File: src/rtl/pixel_pkg.sv
// Shared types and defaults for the pixel stream that feeds the convolution stage.
package pixel_pkg;

   localparam int unsigned PIX_WORD_SIZE = 8;
   localparam int unsigned PIX_ROW_SIZE  = 540;
   localparam int unsigned PIX_NUM_ROWS  = 540;

   typedef logic [PIX_WORD_SIZE-1:0] pixel_t;

   typedef struct packed {
      pixel_t pixel;
      logic   sof;
      logic   eol;
      logic   eof;
   } beat_t;

   typedef enum logic [1:0] {IDLE, FETCH, DRAIN, DONE} streamer_state_t;

   // Counter/address width that stays at least one bit for degenerate sizes.
   function automatic int unsigned min1_clog2(input int unsigned n);
      return (n > 1) ? $clog2(n) : 1;
   endfunction

endpackage

File: src/rtl/stream_skid_fifo.sv
// Two-entry skid FIFO; the head lives in slot0 so consumers see register outputs only.
module stream_skid_fifo
   import pixel_pkg::*;
#(
   parameter type beat_type_t = beat_t
) (
   input  logic       clk_i,
   input  logic       rst_ni,
   input  logic       push_i,
   input  beat_type_t data_i,
   input  logic       pop_i,
   output beat_type_t head_o,
   output logic [1:0] occ_o,
   output logic       full_o,
   output logic       empty_o
);

   beat_type_t slot0_q, slot0_d;
   beat_type_t slot1_q, slot1_d;
   logic       v0_q, v0_d;
   logic       v1_q, v1_d;

   always_comb begin
      slot0_d = slot0_q;
      slot1_d = slot1_q;
      v0_d    = v0_q;
      v1_d    = v1_q;
      if (pop_i) begin
         if (v1_q) begin
            slot0_d = slot1_q;
            v1_d    = 1'b0;
         end else begin
            v0_d = 1'b0;
         end
      end
      // Push lands in whichever slot is free after the pop has been applied.
      if (push_i) begin
         if (!v0_d) begin
            slot0_d = data_i;
            v0_d    = 1'b1;
         end else begin
            slot1_d = data_i;
            v1_d    = 1'b1;
         end
      end
   end

   always_ff @(posedge clk_i) begin
      if (!rst_ni) begin
         slot0_q <= '0;
         slot1_q <= '0;
         v0_q    <= 1'b0;
         v1_q    <= 1'b0;
      end else begin
         slot0_q <= slot0_d;
         slot1_q <= slot1_d;
         v0_q    <= v0_d;
         v1_q    <= v1_d;
      end
   end

   assign head_o  = slot0_q;
   assign occ_o   = {1'b0, v0_q} + {1'b0, v1_q};
   assign full_o  = v1_q;
   assign empty_o = ~v0_q;

   assert property (@(posedge clk_i) disable iff (!rst_ni) !(push_i && full_o && !pop_i));
   assert property (@(posedge clk_i) disable iff (!rst_ni) !(pop_i && empty_o));

endmodule

File: src/rtl/frame_streamer.sv
// Reads one raster frame from a 1-cycle-latency memory and streams it out with
// sof/eol/eof flags over valid/ready at full throughput.
module frame_streamer
   import pixel_pkg::*;
#(
   parameter int unsigned WORD_SIZE = PIX_WORD_SIZE,
   parameter int unsigned ROW_SIZE  = PIX_ROW_SIZE,
   parameter int unsigned NUM_ROWS  = PIX_NUM_ROWS,
   parameter int unsigned ADDR_W    = min1_clog2(ROW_SIZE * NUM_ROWS)
) (
   input  logic                 clk,
   input  logic                 rst,
   input  logic                 start,
   output logic                 busy,
   output logic                 done,
   output logic                 rd_en,
   output logic [ADDR_W-1:0]    rd_addr,
   input  logic [WORD_SIZE-1:0] rd_data,
   output logic [WORD_SIZE-1:0] outputPixel,
   output logic                 out_valid,
   input  logic                 out_ready,
   output logic                 sof,
   output logic                 eol,
   output logic                 eof
);

   localparam int unsigned NUM_PIX = ROW_SIZE * NUM_ROWS;
   localparam int unsigned COL_W   = min1_clog2(ROW_SIZE);
   localparam int unsigned ROW_W   = min1_clog2(NUM_ROWS);

   localparam logic [ADDR_W-1:0] LAST_ADDR = ADDR_W'(NUM_PIX - 1);
   localparam logic [COL_W-1:0]  LAST_COL  = COL_W'(ROW_SIZE - 1);
   localparam logic [ROW_W-1:0]  LAST_ROW  = ROW_W'(NUM_ROWS - 1);

   typedef struct packed {
      logic [WORD_SIZE-1:0] pixel;
      logic                 sof;
      logic                 eol;
      logic                 eof;
   } stream_beat_t;

   streamer_state_t   state_q, state_d;
   logic              busy_q, busy_d;
   logic              done_q, done_d;
   logic [ADDR_W-1:0] addr_q, addr_d;
   logic              inflight_q, inflight_d;
   logic [COL_W-1:0]  col_q, col_d;
   logic [ROW_W-1:0]  row_q, row_d;

   stream_beat_t push_beat;
   stream_beat_t head;
   logic         push;
   logic         pop;
   logic         fifo_full;
   logic         fifo_empty;
   logic [1:0]   fifo_occ;
   logic         rd_issue;
   logic [2:0]   credit_used;
   logic [2:0]   credit_limit;

   assign pop  = ~fifo_empty & out_ready;
   assign push = inflight_q;

   // Reads are allowed only while the FIFO plus in-flight data can still fit after this pop.
   assign credit_used  = {1'b0, fifo_occ} + {2'b0, inflight_q};
   assign credit_limit = 3'd2 + {2'b0, pop};

   always_comb begin
      rd_issue = 1'b0;
      if (state_q == FETCH) begin
         rd_issue = (credit_used < credit_limit);
      end
   end

   always_comb begin
      push_beat.pixel = rd_data;
      push_beat.sof   = (col_q == '0) && (row_q == '0);
      push_beat.eol   = (col_q == LAST_COL);
      push_beat.eof   = (col_q == LAST_COL) && (row_q == LAST_ROW);
   end

   always_comb begin
      col_d = col_q;
      row_d = row_q;
      if (push) begin
         if (col_q == LAST_COL) begin
            col_d = '0;
            row_d = (row_q == LAST_ROW) ? '0 : row_q + 1'b1;
         end else begin
            col_d = col_q + 1'b1;
         end
      end
   end

   always_comb begin
      state_d    = state_q;
      addr_d     = addr_q;
      inflight_d = rd_issue;
      if (rd_issue) begin
         addr_d = (addr_q == LAST_ADDR) ? '0 : addr_q + 1'b1;
      end
      case (state_q)
         IDLE: begin
            if (start) begin
               state_d = FETCH;
            end
         end
         FETCH: begin
            if (rd_issue && (addr_q == LAST_ADDR)) begin
               state_d = DRAIN;
            end
         end
         DRAIN: begin
            if (pop && head.eof) begin
               state_d = DONE;
            end
         end
         DONE: begin
            state_d = IDLE;
         end
         default: begin
            state_d = IDLE;
         end
      endcase
      busy_d = (state_d != IDLE);
      done_d = (state_d == DONE);
   end

   always_ff @(posedge clk) begin
      if (!rst) begin
         state_q    <= IDLE;
         busy_q     <= 1'b0;
         done_q     <= 1'b0;
         addr_q     <= '0;
         inflight_q <= 1'b0;
         col_q      <= '0;
         row_q      <= '0;
      end else begin
         state_q    <= state_d;
         busy_q     <= busy_d;
         done_q     <= done_d;
         addr_q     <= addr_d;
         inflight_q <= inflight_d;
         col_q      <= col_d;
         row_q      <= row_d;
      end
   end

   stream_skid_fifo #(
      .beat_type_t(stream_beat_t)
   ) u_fifo (
      .clk_i  (clk),
      .rst_ni (rst),
      .push_i (push),
      .data_i (push_beat),
      .pop_i  (pop),
      .head_o (head),
      .occ_o  (fifo_occ),
      .full_o (fifo_full),
      .empty_o(fifo_empty)
   );

   assign busy        = busy_q;
   assign done        = done_q;
   assign rd_en       = rd_issue;
   assign rd_addr     = addr_q;
   assign out_valid   = ~fifo_empty;
   assign outputPixel = head.pixel;
   assign sof         = head.sof;
   assign eol         = head.eol;
   assign eof         = head.eof;

   assert property (@(posedge clk) disable iff (!rst) !(rd_issue && fifo_full && !pop));

endmodule

File: config.mk
export PLATFORM = sky130hd
export DESIGN_NAME = frame_streamer
export DESIGN_NICKNAME = d
export VERILOG_FILES = /design/src/rtl/pixel_pkg.sv /design/src/rtl/stream_skid_fifo.sv /design/src/rtl/frame_streamer.sv
export SDC_FILE = /design/constraint.sdc
export NUM_CORES = 1
export LEC_CHECK = 0
export BUFFER_PORTS_ARGS = -buffer_cell sky130_fd_sc_hd__buf_2
export CORE_MARGIN = 4
export CORE_UTILIZATION = 45
export DETAILED_ROUTE_END_ITERATION = 7
export HOLD_SLACK_MARGIN = 0.06
export PLACE_DENSITY = 0.72
export SYNTH_ARGS = -nofsm -noshare
export SYNTH_HDL_FRONTEND = slang
export SYNTH_SLANG_ARGS = --single-unit
File: constraint.sdc
create_clock -name clk -period 2.86 [get_ports clk]
set_clock_uncertainty 0.05 [all_clocks]
set_input_delay 0.572 -clock clk [delete_from_list [all_inputs] [get_ports clk]]
set_output_delay 0.572 -clock clk [all_outputs]
set_load 0.01 [all_outputs]
==> impl_metrics.py, run 1 <==
metrics = {
    "clock_network": {
        "cts_resized": 0,
        "cts_sinks": 68,
        "clkSlewWorstSetupHoldPaths_ps": 70,
        "insertion_delay_ps": 350,
        "cts_hold_buf": 0,
        "numCtsBuffers": 9,
        "cts_root_buf": "clkbuf_8",
        "cts.path.max_buffers": 2,
        "htree_levels": 3,
        "cts_tree": "yes",
        "post_cts_buffers": 0,
    },
    "floorplan": {
        "fp-row-count": 30,
        "dieArea_sq_um": 8350,
        "coreArea_sq_um": 6760,
        "die_w_um": 91.4,
        "initial_core_util": 0.463,
        "pin_count": 46,
        "die_h_um": 91.4,
    },
    "worst_setup_path": {
        "cp.buffers_inverters": 2,
        "slowest_stage": "dfxtp_1",
        "cp_max_fo": 9,
        "cpPeakStageDelay_ps": 490,
        "worstSetupPathType": "flop to primary output",
        "worstPathArrival_ps": 1990,
        "reg2reg_depth": 4,
        "worstSetupEndpointType": "primary output",
        "reg2reg_setup_slack_ps": 440,
        "crit_chain": "fa_1, nand3b_1, a21oi_1, buf_4, buf_2",
        "crit_required_ps": 2240,
        "setup.worst_path.start_class": "flop",
        "r2r-start": "col_q[5]$_SDFFE_PN0P_",
        "timing.rr.end": "row_q[9]$_SDFFE_PN0P_",
        "critPathTopFamily": "flip-flops",
    },
    "sta": {
        "setup_slack_ps": 251,
        "period_share": 0.912,
        "final_hold_viol_count": 0,
        "rsz0062_at_grt": "no",
        "setup_tns_ps": 0,
        "final_max_slew_viol_count": 0,
        "worst_slew_pin_slew_ps": 912,
        "relSlewSlack": 0.389,
        "fin_crit_ps": 2610,
        "setup_viol": 0,
        "fmax_mhz": 383,
    },
    "min_path": {
        "holdCritStartpoint": "u_fifo.slot1_q[2]$_SDFFE_PN0P_",
        "hold_class": "flop to flop",
        "holdPathStages": 2,
        "hold_end": "u_fifo.slot1_q[2]$_SDFFE_PN0P_",
    },
    "yosys": {
        "synth_fp_nets": 369,
        "ys_ff_latch": 68,
        "synth-edff-count": 0,
        "syn_inst": 351,
        "netlist.area_leader.share": 0.435,
        "synthArstFlopShare": 0,
        "synth_cell_types": 50,
        "synth_warnings": 0,
        "yosysSeqAreaShare": 0.435,
        "synth_top_area_cell": "dfxtp_1",
        "synth_area_sq_um": 3130,
        "syn_area_per_cell_sq_um": 8.91,
        "ys.flop_type": "dfxtp_1",
        "synth_area_leaders": "dfxtp_1, mux2i_1, nor2_1, a21oi_1, xnor2_1",
    },
    "grt": {
        "grt_overflow": 0,
        "grt_pass1_vias": 2540,
        "grt_pass1_wl_um": 11700,
        "gr-usage-all-layers": 0.171,
        "grt_max_degree": 24,
        "antenna_found_initial": 0,
    },
    "layout": {
        "postLayoutCellArea_sq_um": 3670,
        "fin_nets": 416,
        "drive_gt1_frac": 0.203,
        "layout_commonest_cell": "dfxtp_1",
        "area_growth_pct": 17.3,
        "final_cells": 483,
        "layout_common_cells": "dfxtp_1, buf_2, nor2_1",
        "n_antenna_cell": 0,
    },
    "routing": {
        "drc": 0,
        "vias_per_cell": 5.63,
        "drt-pass1-iter-count": 4,
        "wl_met1_um": 3150,
        "wl_met3_um": 318,
        "vias": 2719,
        "top_layer_used": "met4",
        "wl_um": 6750,
        "wl_met2_um": 3150,
        "drtAntennaViolNets": 0,
        "drt_iter0_drc": 132,
        "avgRoutedWirePerCell_um": 14.0,
    },
    "placed_design": {
        "placed_cells": 467,
        "pre_cts_slack_ps": 451,
        "dp_hpwl_um": 4710,
        "port_buffers": 45,
        "gp_congestion": 0.809,
        "dpl_cell_area_sq_um": 3450,
    },
    "power": {
        "vdd_drop_max_mv": 0.348,
        "power.density_nw_per_um2": 544,
        "leakage_nw": 1.53,
    },
    "flow_run": {
        "cap_violations": 0,
    },
    "run_status": {
        "status": "finished, final reports clean",
    },
}
==> final cells by class <==
class	instances	area [sq um]
tap	80	100
clock buffer	9	124
inverter	11	41.3
timing repair buffer	53	285
fill	620	3090
clock inverter	7	98.8
multi-input combinational	255	1660
sequential	68	1360
==> power by group <==
group / internal [mW] / switching, mW
clock network: 0.496 / 0.386
registers: 0.968 / 0.0212
logic: 0.0540 / 0.0687
==> Yosys cell counts, types with 2 or more instances <==
master / instances
a211oi_1: 12
a21bo_2: 4
a21oi_1: 29
a2bb2oi_1: 2
a31o_2: 2
and2_1: 2
and3_1: 4
and4_1: 3
and4b_1: 2
buf_2: 2
clkbuf_1: 13
dfxtp_1: 68
ha_1: 5
inv_1: 11
mux2i_1: 21
nand2_1: 24
nand2b_1: 2
nand3_1: 12
nand3b_1: 5
nand4_1: 9
nor2_1: 39
nor3_1: 4
nor4_1: 6
nor4b_1: 2
o21ai_0: 9
o31ai_1: 6
or3_1: 6
or3_2: 2
or4_1: 10
or4_2: 2
xnor2_1: 11
xor2_1: 4
==> logic make-up after synthesis <==
kind of cell / count (synthesis) / synth area share
AOI/OAI and AO/OA: 72 / 0.148
xor gates and xnor gates: 15 / 0.0420
adders and majority gates: 6 / 0.0264
buffers and inverters: 28 / 0.0348
DFF: 68 / 0.435
muxes: 22 / 0.0708
and+or+nand+nor: 140 / 0.242
==> worst register-to-register path: stages, from the launching register on <==
cell and delay [ps]:
dfxtp_1 350, or4_1 650, or4_1 660, or4_1 500, a21oi_1 140
==> metrics by stage <==
stage,utilization,power (mW),hold WS [ps]
after global routing,0.543,2.08,435
after global placement,0.510,1.13,394
after detailed placement,0.510,1.13,403
after CTS,0.543,2.02,409
after floorplan,-,1.08,384
final,0.543,1.99,411
==> flip-flops by register name, summed over array words and instances, names as in the netlist <==
signal and count:
rd_addr 19, u_fifo.head_o 11, u_fifo.slot1_q 11, col_q 10
row_q 10, state_q 2, busy 1, done 1
inflight_q 1, u_fifo.full_o 1, u_fifo.v0_q 1
==> worst max path at each step <==
stage,start,end,cells after the start
6_report,u_fifo.v0_q$_SDFF_PN0_,rd_en,5
5_1_grt,u_fifo.v0_q$_SDFF_PN0_,rd_en,5
4_1_cts,u_fifo.v0_q$_SDFF_PN0_,rd_en,5
3_5_place_dp,col_q[5]$_SDFFE_PN0P_,row_q[9]$_SDFFE_PN0P_,4
3_3_place_gp,col_q[5]$_SDFFE_PN0P_,row_q[9]$_SDFFE_PN0P_,4
2_1_floorplan,col_q[5]$_SDFFE_PN0P_,row_q[9]$_SDFFE_PN0P_,6
==> per-layer routing <==
layer / vias up / global-route usage
met5: - / 0
met4: 0 / 0.0603
met3: 14 / 0.0514
met2: 56 / 0.277
met1: 1273 / 0.215
li1: 1376 / -
No activity file was read; power rests on OpenSTA's default activity.
==> inputs of run 2 (changes only) <==
--- a/config.mk
+++ b/config.mk
@@ -11,6 +11,7 @@
 export DETAILED_ROUTE_END_ITERATION = 7
 export HOLD_SLACK_MARGIN = 0.06
 export PLACE_DENSITY = 0.72
+export SKIP_CTS_REPAIR_TIMING = 1
 export SYNTH_ARGS = -nofsm -noshare
 export SYNTH_HDL_FRONTEND = slang
 export SYNTH_SLANG_ARGS = --single-unit
==> constraint.sdc (replaced) <==
create_clock -name clk -period 2.8 [get_ports clk]
set_clock_uncertainty 0.05 [all_clocks]
set_input_delay 0.56 -clock clk [delete_from_list [all_inputs] [get_ports clk]]
set_output_delay 0.56 -clock clk [all_outputs]
set_load 0.01 [all_outputs]
==> impl_metrics.py, run 2 (synthesis results as in run 1) <==
metrics = {
    "sta": {
        "whs_ps": 410,
        "final_hold_viol_count": 0,
        "fin_crit_ps": 2580,
        "fmax_mhz": 388,
        "worst_slew_pin_slew_ps": 975,
        "setup_viol": 0,
        "final_max_slew_viol_count": 0,
        "setup_tns_ps": 0,
        "period_share": 0.920,
        "setup_slack_ps": 223,
        "rsz0062_at_grt": "no",
        "relSlewSlack": 0.347,
    },
    "routing": {
        "wl_um": 6750,
        "drt-pass1-iter-count": 4,
        "vias_per_cell": 5.62,
        "drt_iter0_drc": 115,
        "drc": 0,
        "avgRoutedWirePerCell_um": 14.0,
        "vias": 2714,
        "drtAntennaViolNets": 0,
    },
    "placed_design": {
        "dpl_cell_area_sq_um": 3450,
        "dp_hpwl_um": 4740,
        "placed_cells": 467,
        "pre_cts_slack_ps": 359,
        "port_buffers": 45,
        "gp_congestion": 0.809,
    },
    "clock_network": {
        "cts_tree": "yes",
        "cts_root_buf": "clkbuf_8",
        "numCtsBuffers": 9,
        "clkSlewWorstSetupHoldPaths_ps": 70,
        "cts.path.max_buffers": 2,
        "cts_sinks": 68,
        "insertion_delay_ps": 350,
        "htree_levels": 3,
    },
    "floorplan": {
        "initial_core_util": 0.463,
        "die_h_um": 91.4,
        "coreArea_sq_um": 6760,
        "dieArea_sq_um": 8350,
        "pin_count": 46,
        "fp-row-count": 30,
        "die_w_um": 91.4,
    },
    "worst_setup_path": {
        "setup.worst_path.start_class": "flop",
        "cpPeakStageDelay_ps": 490,
        "cp.buffers_inverters": 1,
        "slowest_stage": "dfxtp_1",
        "worstSetupPathType": "flop to primary output",
        "crit_chain": "fa_1, nand3b_1, a21oi_1, buf_2",
        "critPathTopFamily": "flip-flops",
        "reg2reg_setup_slack_ps": 340,
        "worstSetupEndpointType": "primary output",
        "crit_required_ps": 2190,
        "worstPathArrival_ps": 1970,
        "cp_max_fo": 9,
    },
    "power": {
        "power.density_nw_per_um2": 576,
        "leakage_nw": 1.54,
        "swShare": 0.220,
        "p_seq_frac": 0.475,
        "p_sw_mw": 0.468,
        "internal-power_mw": 1.66,
        "vdd_drop_max_mv": 0.379,
        "clkPwrFrac": 0.466,
        "pwr-share-comb": 0.059,
        "total_power_mw": 2.13,
    },
    "layout": {
        "drive_gt1_frac": 0.203,
        "final_cells": 483,
        "fin_util": 0.547,
        "fin_nets": 416,
        "layout_commonest_cell": "dfxtp_1",
        "postLayoutCellArea_sq_um": 3690,
        "n_antenna_cell": 0,
        "layout_common_cells": "dfxtp_1, buf_2, nor2_1",
        "area_growth_pct": 18.1,
        "largest_reg_flops": 19,
        "nFillCells": 616,
    },
    "grt": {
        "gr-usage-all-layers": 0.174,
        "grt_pass1_wl_um": 12000,
        "grt_pass1_vias": 2609,
        "grt_overflow": 0,
        "antenna_found_initial": 0,
        "grt_max_degree": 24,
    },
    "min_path": {
        "hold_class": "flop to flop",
    },
    "flow_run": {
        "cap_violations": 0,
    },
    "run_status": {
        "status": "finished, final reports clean",
    },
}
[run 2: cell types whose count changed in the layout (fill, tap and decap cells not counted), sizes merged]
cell / previous run / this run
inv: 13 / 11
bufinv: 2 / 3
clkbuf: 9 / 10
[run 2: layer usage]
layer | share of wire | global-route usage
met1 | 0.47 | 0.211
met2 | 0.49 | 0.293
met3 | 0.036 | 0.0605
met4 | 0.0096 | 0.0452
met5 | 0 | 0
[run 2: final timing paths]
path | startpoint | endpoint | cells past startpoint
worst max register to register | u_fifo.v0_q$_SDFF_PN0_ | rd_addr[10]$_SDFFE_PN0P_ | 5
worst min-delay path | u_fifo.slot1_q[2]$_SDFFE_PN0P_ | u_fifo.slot1_q[2]$_SDFFE_PN0P_ | 2
worst min register to register | u_fifo.slot1_q[2]$_SDFFE_PN0P_ | u_fifo.slot1_q[2]$_SDFFE_PN0P_ | 2
worst max-delay path | u_fifo.v0_q$_SDFF_PN0_ | rd_en | 4
[run 2: power groups by stage]
stage          combinational, mW  sequential (mW)  clock (mW)
6_report                   0.125             1.01       0.992
5_1_grt                    0.141             1.01        1.06
4_1_cts                    0.127             1.01        1.02
3_5_place_dp               0.126             1.03           0
3_3_place_gp               0.123             1.03           0
2_1_floorplan             0.0676             1.04           0
[run 2: area by class of cell]
class,count,area [sq um],share of cell area
Timing Repair Buffer,53,285,0.0772
Clock inverter,6,111,0.0301
Inverter,11,41.3,0.0112
Sequential cell,68,1360,0.368
Clock buffer,10,138,0.0373
Tap cell,80,100,0.0271
Multi-Input combinational cell,255,1660,0.449
[run 2: worst min-delay path, cell delays in order (launching register included)]
cell and delay (ps):
dfxtp_1 310, nand2_1 50, a21oi_1 50
